### src/rtl/scan_mux_pkg.sv
// rtl/scan_mux_pkg.sv - shared mode/state types for the scanning channel multiplexer
package scan_mux_pkg;

    typedef enum logic {
        MODE_MAN  = 1'b0,
        MODE_SCAN = 1'b1
    } mode_e;

    typedef enum logic [1:0] {
        ST_IDLE = 2'd0,
        ST_MAN  = 2'd1,
        ST_SCAN = 2'd2
    } state_e;

endpackage

### src/rtl/scan_mux_nto1.sv
// rtl/scan_mux_nto1.sv - combinational N:1 slice selector with out-of-range flag
module mux_nto1 #(
    parameter int N_CH  = 16,
    parameter int W     = 8,
    parameter int SEL_W = $clog2(N_CH)
) (
    input  logic [N_CH*W-1:0] i_d,
    input  logic [SEL_W-1:0]  i_sel,
    output logic [W-1:0]      o_y,
    output logic              o_in_range
);

    always_comb begin
        o_y        = '0;
        o_in_range = (int'(i_sel) < N_CH);
        for (int k = 0; k < N_CH; k++) begin
            if (int'(i_sel) == k) begin
                o_y = i_d[k*W +: W];
            end
        end
    end

endmodule

### src/rtl/scan_mux_n.sv
// rtl/scan_mux_n.sv - registered N-channel mux with manual select and dwell-timed auto-scan
// Optional channel mask enabled by defining SCAN_MUX_MASK_EN.
module scan_mux_n
    import scan_mux_pkg::*;
#(
    parameter int N_CH    = 16,
    parameter int W       = 8,
    parameter int SEL_W   = $clog2(N_CH),
    parameter int DWELL_W = 8
) (
    input  logic              clk,
    input  logic              rst_n,
    input  logic [N_CH*W-1:0] d,
    input  logic [SEL_W-1:0]  sel,
    input  logic              mode,
    input  logic [DWELL_W-1:0] dwell,
    input  logic              hold,
`ifdef SCAN_MUX_MASK_EN
    input  logic [N_CH-1:0]   ch_mask,
`endif
    output logic [W-1:0]      y,
    output logic [SEL_W-1:0]  y_ch,
    output logic              y_valid,
    output logic              wrap
);

    state_e              r_state;
    state_e              w_state_nxt;
    logic [SEL_W-1:0]    r_cur;
    logic [DWELL_W-1:0]  r_cnt;
    logic                r_wrap_pend;
    logic [W-1:0]        r_y;
    logic [SEL_W-1:0]    r_y_ch;
    logic                r_y_valid;
    logic                r_wrap;

    logic                w_scan_req;
    logic [SEL_W-1:0]    w_idx;
    logic [W-1:0]        w_mux_y;
    logic                w_in_range;
    logic [SEL_W-1:0]    w_nxt_cur;
    logic                w_nxt_wrap;
    logic                w_cnt_hit;
    logic                w_any;
    logic                w_scan_valid;

    assign w_scan_req = (mode_e'(mode) == MODE_SCAN);
    assign w_idx      = (r_state == ST_SCAN) ? r_cur : sel;

    mux_nto1 #(.N_CH(N_CH), .W(W), .SEL_W(SEL_W)) u_mux (
        .i_d        (d),
        .i_sel      (w_idx),
        .o_y        (w_mux_y),
        .o_in_range (w_in_range)
    );

    always_comb begin
        w_state_nxt = r_state;
        case (r_state)
            ST_IDLE: w_state_nxt = w_scan_req ? ST_SCAN : ST_MAN;
            ST_MAN:  if (w_scan_req)  w_state_nxt = ST_SCAN;
            ST_SCAN: if (!w_scan_req) w_state_nxt = ST_MAN;
            default: w_state_nxt = ST_IDLE;
        endcase
    end

`ifdef SCAN_MUX_MASK_EN
    logic w_found;

    // Search upward from cur for the next enabled channel; crossing N_CH-1 flags a wrap.
    always_comb begin
        w_found    = 1'b0;
        w_nxt_cur  = r_cur;
        w_nxt_wrap = 1'b0;
        for (int i = 1; i <= N_CH; i++) begin
            if (!w_found && ch_mask[(int'(r_cur) + i >= N_CH) ? int'(r_cur) + i - N_CH
                                                                : int'(r_cur) + i]) begin
                w_found    = 1'b1;
                w_nxt_cur  = SEL_W'((int'(r_cur) + i >= N_CH) ? int'(r_cur) + i - N_CH
                                                              : int'(r_cur) + i);
                w_nxt_wrap = (int'(r_cur) + i >= N_CH);
            end
        end
    end

    assign w_any        = |ch_mask;
    assign w_cnt_hit    = (r_cnt == dwell) || !ch_mask[r_cur];
    assign w_scan_valid = w_any && ch_mask[r_cur];
`else
    assign w_nxt_wrap   = (r_cur == SEL_W'(N_CH - 1));
    assign w_nxt_cur    = w_nxt_wrap ? '0 : r_cur + 1'b1;
    assign w_any        = 1'b1;
    assign w_cnt_hit    = (r_cnt == dwell);
    assign w_scan_valid = 1'b1;
`endif

    always_ff @(posedge clk) begin
        if (!rst_n) begin
            r_state     <= ST_IDLE;
            r_cur       <= '0;
            r_cnt       <= '0;
            r_wrap_pend <= 1'b0;
            r_y         <= '0;
            r_y_ch      <= '0;
            r_y_valid   <= 1'b0;
            r_wrap      <= 1'b0;
        end else begin
            r_state <= w_state_nxt;
            case (r_state)
                ST_MAN: begin
                    r_y         <= w_mux_y;
                    r_y_ch      <= sel;
                    r_y_valid   <= w_in_range;
                    r_wrap      <= 1'b0;
                    r_wrap_pend <= 1'b0;
                    if (w_scan_req) begin
                        r_cur <= w_in_range ? sel : '0;
                        r_cnt <= '0;
                    end
                end
                ST_SCAN: begin
                    r_y       <= w_mux_y;
                    r_y_ch    <= r_cur;
                    r_y_valid <= w_scan_valid;
                    r_wrap    <= r_wrap_pend && !hold;
                    // Mode change beats hold; hold beats a due advance.
                    if (w_scan_req && !hold) begin
                        if (w_cnt_hit && w_any) begin
                            r_cnt       <= '0;
                            r_cur       <= w_nxt_cur;
                            r_wrap_pend <= w_nxt_wrap;
                        end else begin
                            r_cnt       <= r_cnt + 1'b1;
                            r_wrap_pend <= 1'b0;
                        end
                    end else begin
                        r_wrap_pend <= 1'b0;
                    end
                end
                default: begin
                    r_y         <= '0;
                    r_y_ch      <= '0;
                    r_y_valid   <= 1'b0;
                    r_wrap      <= 1'b0;
                    r_wrap_pend <= 1'b0;
                end
            endcase
        end
    end

    assign y       = r_y;
    assign y_ch    = r_y_ch;
    assign y_valid = r_y_valid;
    assign wrap    = r_wrap;

endmodule

### config.mk
export PLATFORM = sky130hd
export DESIGN_NAME = scan_mux_n
export DESIGN_NICKNAME = d
export VERILOG_FILES = /design/src/rtl/scan_mux_pkg.sv /design/src/rtl/scan_mux_nto1.sv /design/src/rtl/scan_mux_n.sv
export SDC_FILE = /design/constraint.sdc
export NUM_CORES = 1
export LEC_CHECK = 0
export CORE_ASPECT_RATIO = 0.7
export CORE_MARGIN = 2
export CORE_UTILIZATION = 43
export CTS_BUF_LIST = sky130_fd_sc_hd__clkbuf_8
export DETAILED_ROUTE_END_ITERATION = 7
export PLACE_DENSITY_LB_ADDON = 0.08
export SLEW_MARGIN = 20
export SYNTH_ARGS = -nofsm -noshare
export SYNTH_HDL_FRONTEND = slang
export SYNTH_HIERARCHICAL = 1
export SYNTH_SLANG_ARGS = --single-unit
### constraint.sdc
create_clock -name clk -period 5 [get_ports clk]
set_clock_uncertainty 0.05 [all_clocks]
set_input_delay 1 -clock clk [delete_from_list [all_inputs] [get_ports clk]]
set_output_delay 1 -clock clk [all_outputs]
set_load 0.02 [all_outputs]
==> impl_metrics.csv <==
group,metric,value,unit
clocking,cts.reportedPaths.clkPinSlew,0.07,ns
logic_synthesis,synth_enable_flop_cells,0,
floorplanning,die_x,99.5,microns
critical_path,reg2reg_path_depth,10,
layout,n_antenna_cell,0,
logic_synthesis,synth_simple_gate_area_share,21.6,%
critical_path,critical_path_required,5.13,ns
place,buffer_ports.inserted,157,
run,cap_violations,0,
timing,setup-tns-final,0,ns
logic_synthesis,syn_inst,342,
place,dpl.cell_count,554,
floorplanning,floorplan.io_pins,158,
clocking,cts.path.max_buffers,2,
floorplanning,num_rows,24,
global_routing,pin_count_of_the_biggest_net_entering_global_routing,39,
layout,final_cell_count_no_fill,562,
floorplanning,placeableCoreArea,6220,sq um
run_status,outcome,"complete, no violations",
timing,worst_slew_margin_rel,36.5,%
route,ant_nets,0,
layout,area_growth,60.1,%
timing,timing.fmax,286,MHz
hold_path,hp-class,"register to register",
layout,postLayoutCellArea,4400,sq um
logic_synthesis,syn_area,2750,sq um
clocking,tritoncts,"built",
global_routing,antenna_found_initial,0,
logic_synthesis,synth.top_cells.by_area,"sky130_fd_sc_hd__dfxtp_1 21%, sky130_fd_sc_hd__mux2i_1 6.6%, sky130_fd_sc_hd__o21ai_0 4.9%",
logic_synthesis,synth_compound_gate_area_share,26.7,%
route,wire_per_inst,17.4,microns
critical_path,critical_path_class,"input pin to register",
timing,fin_crit,3.49,ns
logic_synthesis,ys_dominant_reg_cell,"sky130_fd_sc_hd__dfxtp_1",
logic_synthesis,yosys_register_bits,29,
logic_synthesis,post_synth.cell_area_avg,8.03,sq um
logic_synthesis,synthDistinctLibCells,60,
place,detailed_place_hpwl,7740,microns
global_routing,vias_in_the_first_global_route,3244,
clocking,cts_resized,0,
clocking,cts_made_buffers,5,
hold_path,hold_depth,2,
logic_synthesis,synthesis_warning_total,6,
critical_path,worst_setup_path_endpoint,"y[5]$_SDFF_PN0_",
critical_path,regToRegEndpoint,"y[1]$_SDFF_PN0_",
clocking,cts_max_level,2,
logic_synthesis,syn-num-nets,491,
global_routing,gr-total-overflow,0,
layout,fin_nets,632,
clocking,postCtsSetupBuffers,0,
floorplanning,initial_utilization,44.2,%
critical_path,worst_setup_path_start_kind,"input pin",
logic_synthesis,post_synth_adder_cell_area,2.28,%
logic_synthesis,synthMuxAreaShare,15.6,%
clocking,holdBufCountCts,0,
route,firstDrtPassIters,5,
logic_synthesis,synth_area_leader_cell,"sky130_fd_sc_hd__dfxtp_1",
critical_path,rrSetupSlack,1.51,ns
route,wl,9790,microns
place,detailed_place.area,4310,sq um
critical_path,worst-path-max-fanout,27,
clocking,clock_latency,0.29,ns
timing,finalSetupViolCount,0,
critical_path,worstReg2RegStart,"r_state[0]$_SDFFE_PN0P_",
clocking,clock_tree.root_cell,"sky130_fd_sc_hd__clkbuf_8",
critical_path,end_kind,"register",
logic_synthesis,synth_sequential_area_ratio,21.1,%
timing,worstMarginPinSlew,0.952,ns
route,via_count,3216,
place,finalWeightedCongestion,0.880,
timing,grt_setup_unrepaired,"false",
route,detail_route.vias_per_cell,5.72,
layout,drive_gt1_share,7.44,%
power,powerDensity,325,nW/um^2
global_routing,groute.usage.overall,28.4,%
layout,layout_commonest_cell,"sky130_fd_sc_hd__clkdlybuf4s50_1",
global_routing,grt_first_pass_wirelength,16000,microns
power,vdd_drop_max,0.000234,V
critical_path,setup.worst_path.start,"sel[0]",
logic_synthesis,synth-xor-area-share,5.06,%
layout,highest_count_cells_in_the_layout_ignoring_fill_and_taps,"157 x sky130_fd_sc_hd__clkdlybuf4s50_1, 30 x sky130_fd_sc_hd__nor2_1, 29 x sky130_fd_sc_hd__dfxtp_1, 28 x sky130_fd_sc_hd__nand2_1, 24 x sky130_fd_sc_hd__o21ai_0",
floorplanning,die_area,7050,sq um
logic_synthesis,synth_top_family_by_area,"compound AO/OA/AOI/OAI gates",
logic_synthesis,top_cell_type_s_share_of_synthesized_area,21.1,%
route,drc_errors,0,
clocking,clock-sinks,29,
floorplanning,die_h,70.9,microns
timing,finalMaxSlewViolations,0,
critical_path,cp_data_arrival_time,3.62,ns
power,total_leakage_power,1.64,nW
logic_synthesis,async_flop_share,0,%
timing,final_hold_viol_count,0,
route,drt_iter0_markers,166,
timing,finalCritPeriodShare,69.8,%
cells in the mapped netlist (2+ instances only):
cell type                  count
sky130_fd_sc_hd__nor2_1       30
sky130_fd_sc_hd__dfxtp_1      29
sky130_fd_sc_hd__nand2_1      28
sky130_fd_sc_hd__o21ai_0      27
sky130_fd_sc_hd__a21oi_1      23
sky130_fd_sc_hd__mux2i_1      18
sky130_fd_sc_hd__nand3_1      13
sky130_fd_sc_hd__a211oi_1     11
sky130_fd_sc_hd__nor2b_1      11
sky130_fd_sc_hd__and3_1       10
sky130_fd_sc_hd__buf_2         9
sky130_fd_sc_hd__inv_1         8
sky130_fd_sc_hd__nand4_1       8
sky130_fd_sc_hd__xnor2_1       8
sky130_fd_sc_hd__buf_4         7
sky130_fd_sc_hd__o22ai_1       7
sky130_fd_sc_hd__mux2_2        6
sky130_fd_sc_hd__nand2b_1      6
sky130_fd_sc_hd__o221ai_1      6
sky130_fd_sc_hd__xor2_1        6
sky130_fd_sc_hd__clkbuf_1      5
sky130_fd_sc_hd__ha_1          5
sky130_fd_sc_hd__mux4_2        5
sky130_fd_sc_hd__a22oi_1       4
sky130_fd_sc_hd__o311a_1       4
sky130_fd_sc_hd__a221o_1       3
sky130_fd_sc_hd__buf_6         3
sky130_fd_sc_hd__o211ai_1      3
sky130_fd_sc_hd__a221oi_1      2
sky130_fd_sc_hd__a41o_1        2
sky130_fd_sc_hd__mux4_1        2
sky130_fd_sc_hd__nand4b_1      2
sky130_fd_sc_hd__o21bai_1      2
sky130_fd_sc_hd__o311ai_0      2
sky130_fd_sc_hd__or3_1         2
state kept, by name, summed over array words and instances (netlist names):
name / flops
r_state: 2
wrap: 1
r_wrap_pend: 1
r_cnt: 8
r_cur: 4
y_ch: 4
y: 8
y_valid: 1
stage by stage:
| stage | utilization, % | power [W] | hold slack [ns] | worst slack (ns) |
|---|---|---|---|---|
| finish | 70.7 | 0.00143 | 0.458 | 1.51 |
| CTS | 70.7 | 0.00142 | 0.453 | 1.57 |
| global route | 70.7 | 0.00154 | 0.477 | 1.31 |
| detailed placement | 69.3 | 0.00122 | 0.443 | 1.26 |
| global placement | 69.3 | 0.00120 | 0.439 | 1.32 |
| floorplan | - | 0.000942 | 0.423 | 2.38 |
worst min-delay path by stage:
stage                                 from               endpoint  slack (ns)
CTS                  r_cnt[1]$_SDFFE_PN0P_  r_cnt[1]$_SDFFE_PN0P_        0.45
floorplan            r_cnt[1]$_SDFFE_PN0P_  r_cnt[1]$_SDFFE_PN0P_        0.42
global route        r_wrap_pend$_SDFF_PN0_        wrap$_SDFF_PN0_        0.48
global placement    r_wrap_pend$_SDFF_PN0_        wrap$_SDFF_PN0_        0.44
finish               r_cnt[1]$_SDFFE_PN0P_  r_cnt[1]$_SDFFE_PN0P_        0.46
detailed placement   r_cnt[1]$_SDFFE_PN0P_  r_cnt[1]$_SDFFE_PN0P_        0.44
layer usage:
layer,share of wire [%],vias to the layer above,GRT usage (%)
met5,0,-,0
met4,1.3,0,6.85
met3,8.4,14,6.03
met2,45,151,46.5
met1,46,1487,38.5
li1,-,1564,-
worst max-delay path, cell delays in order:
cell and delay (ns):
sky130_fd_sc_hd__clkdlybuf4s50_1 0.53, sky130_fd_sc_hd__inv_1 0.08, sky130_fd_sc_hd__o21ai_4 0.58, sky130_fd_sc_hd__buf_4 0.40, sky130_fd_sc_hd__mux4_2 0.55, sky130_fd_sc_hd__a22oi_1 0.19, sky130_fd_sc_hd__nand3_1 0.09, sky130_fd_sc_hd__and3_1 0.18
kinds of logic (layout without fill, tap and decap cells):
group | count (synthesis) | in the layout
and+or+nand+nor | 117 | 117
adders and majority gates | 5 | 5
buffers and inverters | 36 | 178
other | 1 | 1
DFF | 29 | 29
muxes | 32 | 32
xor gates and xnor gates | 15 | 15
AOI/OAI and AO/OA | 107 | 107
where the power goes:
group	internal [W]	switching [W]	leakage (nW)
Combinational	0.000429	0.000507	1.36
Sequential	0.000273	0.0000301	0.235
Clock	0.0000958	0.0000961	0.0439
layout make-up:
class / instances / area (sq um)
tap: 78 / 97.6
fill: 506 / 1820
timing repair buffer: 161 / 1610
clock buffer: 5 / 68.8
clock inverter: 3 / 17.5
inverter: 9 / 33.8
multi-input combinational: 277 / 1980
sequential: 29 / 581
Power figures use the tool's default switching activity.
